==> src/rtl/exu_muldiv_if.sv <==
// Execute-stage request/result bundle between the issue pipeline and the multiply/divide unit.
// master = pipeline side, slave = exu_muldiv.
interface exu_muldiv_if #(parameter int XLEN = 32);
    logic            in_valid;
    logic            in_ready;
    logic [2:0]      op;
    logic [XLEN-1:0] rs1_data;
    logic [XLEN-1:0] rs2_data;
    logic [4:0]      rd_in;
    logic            flush;
    logic            out_valid;
    logic            out_ready;
    logic [XLEN-1:0] result;
    logic [4:0]      rd_out;
    logic            busy;

    modport master (
        output in_valid, op, rs1_data, rs2_data, rd_in, flush, out_ready,
        input  in_ready, out_valid, result, rd_out, busy
    );

    modport slave (
        input  in_valid, op, rs1_data, rs2_data, rd_in, flush, out_ready,
        output in_ready, out_valid, result, rd_out, busy
    );
endinterface

==> src/rtl/exu_muldiv.sv <==
// RV32M multiply/divide unit: shift-add multiply, restoring divide, optional single-cycle multiply.
// Latency 1 (fast mul, div specials) or XLEN+1; result held in DONE until out_ready, accepts only in IDLE.
module exu_muldiv #(
    parameter int XLEN     = 32,
    parameter int MUL_FAST = 0
) (
    input logic          clk,
    input logic          rst,
    exu_muldiv_if.slave  io
);
    localparam logic [1:0] S_IDLE = 2'd0;
    localparam logic [1:0] S_CALC = 2'd1;
    localparam logic [1:0] S_DONE = 2'd2;
    localparam int CW = $clog2(XLEN + 1);
    localparam logic [XLEN-1:0] XMIN = {1'b1, {(XLEN-1){1'b0}}};

    logic [1:0]        state;
    logic [2:0]        op_q;
    logic [XLEN-1:0]   b_mag;
    logic              sa_q, sb_q;
    logic [CW-1:0]     cnt;
    logic [2*XLEN-1:0] acc, acc_nxt;
    logic [XLEN-1:0]   result_q;
    logic [4:0]        rd_q;

    logic              accept;
    logic              rs1_signed, rs2_signed, sa_in, sb_in;
    logic [XLEN-1:0]   a_mag_in, b_mag_in;
    logic              div0, ovf, fast;
    logic [2*XLEN-1:0] fast_prod_u, fast_prod;
    logic [XLEN-1:0]   imm_res;

    assign io.in_ready  = (state == S_IDLE);
    assign io.busy      = (state != S_IDLE);
    assign io.out_valid = (state == S_DONE);
    assign io.result    = result_q;
    assign io.rd_out    = rd_q;

    // flush in IDLE suppresses acceptance
    assign accept = io.in_valid && (state == S_IDLE) && !io.flush;

    assign rs1_signed = (io.op == 3'd1) || (io.op == 3'd2) || (io.op == 3'd4) || (io.op == 3'd6);
    assign rs2_signed = (io.op == 3'd1) || (io.op == 3'd4) || (io.op == 3'd6);
    assign sa_in      = rs1_signed && io.rs1_data[XLEN-1];
    assign sb_in      = rs2_signed && io.rs2_data[XLEN-1];
    assign a_mag_in   = sa_in ? -io.rs1_data : io.rs1_data;
    assign b_mag_in   = sb_in ? -io.rs2_data : io.rs2_data;

    assign div0 = io.op[2] && (io.rs2_data == '0);
    assign ovf  = ((io.op == 3'd4) || (io.op == 3'd6)) && (io.rs1_data == XMIN) && (io.rs2_data == '1);
    assign fast = (MUL_FAST != 0) && !io.op[2];

    assign fast_prod_u = {{XLEN{1'b0}}, a_mag_in} * {{XLEN{1'b0}}, b_mag_in};
    assign fast_prod   = (sa_in ^ sb_in) ? -fast_prod_u : fast_prod_u;

    always_comb begin
        imm_res = '0;
        if (div0)
            imm_res = io.op[1] ? io.rs1_data : '1;
        else if (ovf)
            imm_res = io.op[1] ? '0 : io.rs1_data;
        else if (io.op[1:0] == 2'd0)
            imm_res = fast_prod[XLEN-1:0];
        else
            imm_res = fast_prod[2*XLEN-1:XLEN];
    end

    // Iteration step: acc = {hi, lo}; hi is product-high / partial remainder, lo is multiplier / quotient.
    logic [XLEN:0]     mul_sum, rem_sh, rem_diff;
    logic [2*XLEN-1:0] mul_nxt, div_nxt;

    assign mul_sum  = {1'b0, acc[2*XLEN-1:XLEN]} + (acc[0] ? {1'b0, b_mag} : {(XLEN+1){1'b0}});
    assign mul_nxt  = {mul_sum, acc[XLEN-1:1]};
    assign rem_sh   = {acc[2*XLEN-1:XLEN], acc[XLEN-1]};
    assign rem_diff = rem_sh - {1'b0, b_mag};
    assign div_nxt  = rem_diff[XLEN] ? {rem_sh[XLEN-1:0],   acc[XLEN-2:0], 1'b0}
                                     : {rem_diff[XLEN-1:0], acc[XLEN-2:0], 1'b1};
    assign acc_nxt  = op_q[2] ? div_nxt : mul_nxt;

    logic [2*XLEN-1:0] prod_fix;
    logic [XLEN-1:0]   quo_fix, rem_fix, calc_res;

    assign prod_fix = (sa_q ^ sb_q) ? -acc_nxt : acc_nxt;
    assign quo_fix  = (sa_q ^ sb_q) ? -acc_nxt[XLEN-1:0] : acc_nxt[XLEN-1:0];
    assign rem_fix  = sa_q ? -acc_nxt[2*XLEN-1:XLEN] : acc_nxt[2*XLEN-1:XLEN];

    always_comb begin
        calc_res = rem_fix;
        case (op_q)
            3'd0:             calc_res = prod_fix[XLEN-1:0];
            3'd1, 3'd2, 3'd3: calc_res = prod_fix[2*XLEN-1:XLEN];
            3'd4, 3'd5:       calc_res = quo_fix;
            default:          calc_res = rem_fix;
        endcase
    end

    always_ff @(posedge clk) begin
        if (rst) begin
            state    <= S_IDLE;
            op_q     <= '0;
            b_mag    <= '0;
            sa_q     <= 1'b0;
            sb_q     <= 1'b0;
            cnt      <= '0;
            acc      <= '0;
            result_q <= '0;
            rd_q     <= '0;
        end else begin
            case (state)
                S_IDLE: begin
                    if (accept) begin
                        op_q  <= io.op;
                        rd_q  <= io.rd_in;
                        b_mag <= b_mag_in;
                        sa_q  <= sa_in;
                        sb_q  <= sb_in;
                        acc   <= {{XLEN{1'b0}}, a_mag_in};
                        if (div0 || ovf || fast) begin
                            result_q <= imm_res;
                            state    <= S_DONE;
                        end else begin
                            cnt   <= CW'(XLEN);
                            state <= S_CALC;
                        end
                    end
                end
                S_CALC: begin
                    if (io.flush) begin
                        state <= S_IDLE;
                    end else begin
                        acc <= acc_nxt;
                        cnt <= cnt - CW'(1);
                        if (cnt == CW'(1)) begin
                            result_q <= calc_res;
                            state    <= S_DONE;
                        end
                    end
                end
                S_DONE: begin
                    if (io.flush || io.out_ready)
                        state <= S_IDLE;
                end
                default: state <= S_IDLE;
            endcase
        end
    end
endmodule

==> src/flat_wrapper.sv <==
// flat-port wrapper written by rule: the top's interface ports become plain ports
module exu_muldiv_flat 
#(
    parameter int XLEN     = 32,
    parameter int MUL_FAST = 0
)
  (clk, rst, io_in_valid, io_op, io_rs1_data, io_rs2_data, io_rd_in, io_flush, io_out_ready, io_in_ready, io_out_valid, io_result, io_rd_out, io_busy);
  exu_muldiv_if #(.XLEN(XLEN)) io_i ();
  input logic clk;
  input logic rst;
  input wire logic [$bits(io_i.in_valid)-1:0] io_in_valid;
  input wire logic [$bits(io_i.op)-1:0] io_op;
  input wire logic [$bits(io_i.rs1_data)-1:0] io_rs1_data;
  input wire logic [$bits(io_i.rs2_data)-1:0] io_rs2_data;
  input wire logic [$bits(io_i.rd_in)-1:0] io_rd_in;
  input wire logic [$bits(io_i.flush)-1:0] io_flush;
  input wire logic [$bits(io_i.out_ready)-1:0] io_out_ready;
  output wire logic [$bits(io_i.in_ready)-1:0] io_in_ready;
  output wire logic [$bits(io_i.out_valid)-1:0] io_out_valid;
  output wire logic [$bits(io_i.result)-1:0] io_result;
  output wire logic [$bits(io_i.rd_out)-1:0] io_rd_out;
  output wire logic [$bits(io_i.busy)-1:0] io_busy;
  assign io_i.in_valid = io_in_valid;
  assign io_i.op = io_op;
  assign io_i.rs1_data = io_rs1_data;
  assign io_i.rs2_data = io_rs2_data;
  assign io_i.rd_in = io_rd_in;
  assign io_i.flush = io_flush;
  assign io_i.out_ready = io_out_ready;
  assign io_in_ready = io_i.in_ready;
  assign io_out_valid = io_i.out_valid;
  assign io_result = io_i.result;
  assign io_rd_out = io_i.rd_out;
  assign io_busy = io_i.busy;
  exu_muldiv #(.XLEN(XLEN), .MUL_FAST(MUL_FAST)) u_core (.clk(clk), .rst(rst), .io(io_i));
endmodule
==> config.mk <==
export PLATFORM = sky130hd
export DESIGN_NAME = exu_muldiv_flat
export DESIGN_NICKNAME = d
export VERILOG_FILES = /design/src/rtl/exu_muldiv_if.sv /design/src/rtl/exu_muldiv.sv /design/src/flat_wrapper.sv
export SDC_FILE = /design/constraint.sdc
export NUM_CORES = 2
export LEC_CHECK = 0
export ABC_AREA = 1
export CAP_MARGIN = 20
export CELL_PAD_IN_SITES_DETAIL_PLACEMENT = 2
export CELL_PAD_IN_SITES_GLOBAL_PLACEMENT = 2
export CORE_UTILIZATION = 40
export CTS_CLUSTER_SIZE = 10
export DETAILED_ROUTE_END_ITERATION = 8
export PLACE_DENSITY_LB_ADDON = 0.15
export SLEW_MARGIN = 10
export SYNTH_ARGS = -nofsm -noshare
export SYNTH_HDL_FRONTEND = slang
export SYNTH_SLANG_ARGS = --single-unit
export TNS_END_PERCENT = 5
==> constraint.sdc <==
create_clock -name clk -period 29 [get_ports clk]
set_input_delay 5.8 -clock clk [delete_from_list [all_inputs] [get_ports clk]]
set_output_delay 5.8 -clock clk [all_outputs]
set_load 0.01 [all_outputs]
== Word level (Yosys, flattened, before mapping) ==
Index checks and enable logic that the tools add are counted.
Storage, ports and cells
  flip-flop bits (word level): 146
  word-level logic and storage cells: 104
  input bits: 77
  output and inout port bits: 40
Cells by class
  eq/ne operators: 21
  $mul: 1
  reduce and logical (&&, ||, !) cells: 29
  add/sub/neg operators: 9
  bitwise operators: 2
  muxes and demuxes: 33
Operators with widths (count)
  2-to-1 mux 32 bit: 14
  2-to-1 mux 64 bit: 6
  negator 32 bit: 4
  negator 64 bit: 2
  one-hot mux 64 bit (2 select lines): 1
  one-hot mux 32 bit (3 select lines): 1
  equality test 32 bit (second input constant): 2
  multiplier 32 x 32 -> 64 bit: 1
  one-hot mux 32 bit (2 select lines): 1
  adder 32 x 33 -> 33 bit: 1
  subtractor 33 x 32 -> 33 bit: 1
  zero test 32 bit: 1
  2-to-1 mux 6 bit: 3
  equality test 3 bit (second input constant): 4
  one-hot mux 6 bit (2 select lines): 1
  2-to-1 mux 2 bit: 5
  equality test 3 x 2 -> 1 bit (second input constant): 3
  logical OR 1 bit: 8
  != test 2 x 1 -> 1 bit (second input constant): 4
  logical AND 1 bit: 7
  equality test 3 x 1 -> 1 bit (second input constant): 2
  equality test 6 x 1 -> 1 bit (second input constant): 1
  one-hot mux 2 bit (3 select lines): 1
  AND reduction 3 bit: 2
  other kinds (15): 19

== Longest topological paths before layout ==
  depth in word-level cells: 15
  depth in mapped cells: 60
  gate-level depth less buffers: 59

== Worst setup path after synthesis ==
OpenSTA, ideal clock, no wires.
  path type: input-to-reg
  start: in io_rs1_data[0]
  end: reg u_core.result_q[15] (netlist: u_core.io.result[15])
  path slack: 14547 ps
  stages: 46
  buffers on the path: 2
  data required time: 28933 ps
  arrival time: 14386 ps
  path through: inv_2 clkbuf_1 ha_1 nand3_1 inv_1 nand2_1 nor4_2 nand4_1 nor4_1 nor2_1 xor2_1 clkbuf_1 nand2_1 fa_1 fa_1 fa_1 fa_1 inv_1 (+10 left out) nand2_1 a21oi_1 nand2_1 nand2_1 nand2_1 nor2_1 nand2_1 nor2_1 nand3_1 nand2_2 nand2_1 nand2_1 nand2_1 o21ai_1 a21oi_1 nor2_1 nand2_1 a21oi_2
On the way
  longest elaborated chain between the ends: 11
RTL lines
  start, declared: RTL line flat_wrapper.sv:13  | input wire logic [$bits(io_i.rs1_data)-1:0] io_rs1_data;
  negator 32 bit: RTL line exu_muldiv.sv:46  | assign a_mag_in = sa_in ? -io.rs1_data : io.rs1_data;
  2-to-1 mux 32 bit: RTL line exu_muldiv.sv:46
  multiplier 32 x 32 -> 64 bit: RTL line exu_muldiv.sv:53  | assign fast_prod_u = {{XLEN{1'b0}}, a_mag_in} * {{XLEN{1'b0}}, b_mag_in};
  negator 64 bit: RTL line exu_muldiv.sv:54  | assign fast_prod = (sa_in ^ sb_in) ? -fast_prod_u : fast_prod_u;
  2-to-1 mux 64 bit: RTL line exu_muldiv.sv:54
  2-to-1 mux 32 bit: RTL line exu_muldiv.sv:62  | else if (io.op[1:0] == 2'd0)
  2-to-1 mux 32 bit: RTL line exu_muldiv.sv:60  | else if (ovf)
  2-to-1 mux 32 bit: RTL line exu_muldiv.sv:58  | if (div0)
  2-to-1 mux 32 bit: RTL line exu_muldiv.sv:118  | if (div0 || ovf || fast) begin
  2-to-1 mux 32 bit: RTL line exu_muldiv.sv:111  | if (accept) begin
  one-hot mux 32 bit (2 select lines): RTL line exu_muldiv.sv:109  | case (state)
  end signal, assigned: RTL line exu_muldiv.sv:119  | result_q <= imm_res;
  end signal, assigned: RTL line exu_muldiv.sv:134  | result_q <= calc_res;
  end, declared: RTL line exu_muldiv.sv:23  | logic [XLEN-1:0] result_q;
Several ways; a longest one is shown, not always the timed one. The select of a mux whose other input is x is not followed.
A chain may end at the register's enable or synchronous reset.

== Final worst setup path ==
  start: in io_rs1_data[0]
  end: reg u_core.result_q[26] (netlist: u_core.io.result[26])
Same word-level chain as after synthesis.

==> summary.txt <==
CTS
  – TritonCTS Buffers: 17
  – Post-CTS setup buffers: 0
  – Clock Path Buffers: 2
  – TritonCTS clock tree: done
  – Reg clk slew, reported paths: 0.08 ns
  – Clock Sinks: 146
  – Latest clock arrival within the worst-skew pair: 0.53 ns
  – H-tree depth: 4
  – Root Driver: clkbuf_16
  – Post-cts sizing count: 0
  – Post-CTS Hold Buffers: 0

Global route
  – Global-route wire length before repair: 483,000 um
  – Number of global-route vias before repair: 69,566
  – GRT Total Usage: 0.4903
  – Largest net degree at the start of global routing: 67
  – Grt total ovfl: 0
  – Initial antenna violation count: 20

Route
  – Max Used Layer: met5
  – DR WL met3: 35,200 um
  – First-iteration detailed-routing DRC count: 5,729
  – WL per Instance: 34.04 um
  – Drt pass-1 iters: 5
  – Via count: 62,106
  – Post-route DRC: 0
  – WL met1: 116,600 um
  – Met2 wire length: 155,500 um
  – DRT Wirelength: 345,500 um
  – Post-route antenna net violation count: 0
  – Via density per instance: 6.119

STA
  – Final Hold Vio Count: 0
  – RSZ-0062 raised after global routing: false
  – FMAX: 52.45 MHz
  – Crit share post-route: 0.6574
  – Final setup viols: 0
  – Clock Skew: 0.01579 ns
  – Worst slew pin tran: 1.252 ns
  – Slew Limit Fails: 0
  – Slew HR: 0.1643
  – Min Tclk post-route: 19.06 ns
  – Setup TNS Final: 0 ns

Logic synthesis
  – EDFF count, synth: 0
  – Synth Warn #: 0
  – Ys async rst share: 0
  – Post-synthesis sequential area ratio: 0.05324
  – Net Count, Synth: 9,677
  – Dominant synthesized flop cell: dfxtp_1
  – Cells after Synth: 8,367
  – Synth Register Bits: 146
  – Mapped Area: 54,900 um^2
  – Synth cell types: 63
  – Avg Cell Area, Syn: 6.562 um^2

Placed design
  – Post-DP HPWL: 272,700 um
  – I/O Buffers: 116
  – Placed insts: 10,085
  – Gpl congestion: 0.9902

Floorplanning
  – Die X: 372.5 um
  – Core Region: 135,800 um^2
  – Die height: 372.5 um
  – Die Area: 138,700 um^2
  – Num rows: 135
  – Starting Density: 0.4043
  – Num ports: 117

Layout
  – Layout cells sized above 1: 0.04900
  – Final instance count without filler cells: 10,150
  – Fin nets: 9,644
  – Layout area overhead: 7.482%

Setup path
  – Worst path slowest cell: fa_1
  – Critical Path Source Type: input port
  – CP dominant cell by count: nand2_1
  – CP Class: in -> reg
  – Req. time, crit path: 29.47 ns
  – CP peak stage delay: 0.70 ns
  – Critical path endpoint category: register
  – Crit path arrival time: 19.53 ns
  – CP Max Fanout: 22

Run status
  – Status: finished, final reports clean

Run
  – Max Cap Viol: 0

Min path
  – Hold Crit Class: reg -> reg
-- layout make-up --
cell class	instances	area, um^2
Antenna cell	22	55.05
Clock buffer	18	429.2
Clock inverter	14	138.9
Fill cell	16761	76800
Inverter	1816	6817
Multi-Input combinational cell	6108	44120
Sequential cell	146	2927
Tap cell	1781	2228
Timing Repair Buffer	245	2290
-- state kept, by name, summed over array words and instances (netlist names) --
signal,cells
u_core.b_mag,32
u_core.acc,64
u_core.state,2
u_core.io.result,32
u_core.io.rd_out,5
u_core.sa_q,1
u_core.sb_q,1
u_core.cnt,6
u_core.op_q,3
-- cells in the final DEF (no fill, tap or decap), types with 23 or more instances in the layout --
| cell | instances |
|---|---|
| buf_4 | 119 |
| o21ai_0 | 263 |
| nand3b_1 | 39 |
| dfxtp_1 | 145 |
| fa_1 | 898 |
| o211ai_1 | 33 |
| nor2_2 | 34 |
| nand2_2 | 64 |
| a21oi_1 | 311 |
| a31oi_1 | 23 |
| nand4_1 | 69 |
| o21ai_1 | 26 |
| nand2_1 | 2270 |
| inv_2 | 31 |
| nor2_1 | 969 |
| nand3_1 | 461 |
| ha_1 | 335 |
| xor2_1 | 41 |
| clkdlybuf4s50_1 | 115 |
| inv_1 | 1770 |
| nor3_1 | 45 |
-- per-stage QoR --
step / hold WS [ns] / instance area (um^2) / setup WS, ns / util
finish: 0.4805 / 59010 / 9.935 / 0.4345
global route: 0.5049 / 58960 / 9.731 / 0.4341
CTS: 0.4803 / 58720 / 10.82 / 0.4324
detailed placement: 0.4675 / 58150 / 10.30 / 0.4282
global placement: 0.4531 / 58130 / 10.77 / 0.4281
floorplan: 0.4453 / 54900 / 14.55 / -
-- metal layers --
| layer | track usage | vias to the layer above |
|---|---|---|
| li1 | - | 24976 |
| met2 | 0.7794 | 3968 |
| met4 | 0.4423 | 12 |
| met3 | 0.1523 | 1927 |
| met1 | 0.5224 | 31223 |
| met5 | 0.004196 | - |
-- final timing paths --
check	from	endpoint	slack [ns]	cells past startpoint
worst max-delay path	io_rs1_data[0]	u_core.io.result[26]	9.94	54
worst min-delay path	u_core.io.result[21]	u_core.io.result[21]	0.48	2
worst max register to register	u_core.acc[31]	u_core.io.result[30]	22.79	33
worst min register to register	u_core.io.result[21]	u_core.io.result[21]	0.48	2
-- Yosys cell counts (all sizes together), types with 2 or more instances --
master   number  share of area
a21boi        5        0.00089
a21o         12         0.0016
a21oi       322          0.030
a31oi        23         0.0026
and2          4        0.00046
and3          3        0.00034
buf          82         0.0085
clkbuf      215          0.015
clkinv       14        0.00096
dfxtp       146          0.053
fa          898           0.33
ha          335          0.076
inv        1802           0.12
nand2      2346           0.17
nand3       476          0.045
nand3b       39         0.0053
nand4        70         0.0081
nor2       1018          0.073
nor3         55         0.0059
nor3b         2        0.00027
nor4         23         0.0028
o2111ai       5        0.00080
o211ai       33         0.0045
o21a          6        0.00082
o21ai       301          0.028
o21bai       11         0.0015
o221ai        2        0.00032
o22ai         3        0.00034
o31ai         7        0.00096
or2          18         0.0021
or3           2        0.00023
xnor2        23         0.0037
xor2         63          0.011
-- logic make-up (layout without fill, tap and decap cells) --
kind of cell / Yosys count / count (layout) / share of synthesized area
AO/OA/AOI/OAI: 731 / 731 / 0.07300
XOR/XNOR: 86 / 86 / 0.01420
adder cells (fa/ha/maj): 1233 / 1233 / 0.4038
buffers and inverters: 2113 / 2093 / 0.1474
flip-flops: 146 / 146 / 0.05324
multiplexers: 1 / 1 / 0.0001823
other: 0 / 22 / 0
AND/OR/NAND/NOR: 4057 / 4057 / 0.3082
-- critical path: cells and delay by family --
kind | cells | cell delay (ns)
AND/OR/NAND/NOR | 32 | 5.80
buffers and inverters | 11 | 3.06
XOR/XNOR | 1 | 0.13
AO/OA/AOI/OAI | 1 | 0.28
adder cells (fa/ha/maj) | 9 | 4.38
Power is not shown: default switching activity piles up to over one toggle a cycle in this logic, so the estimate is an artifact.
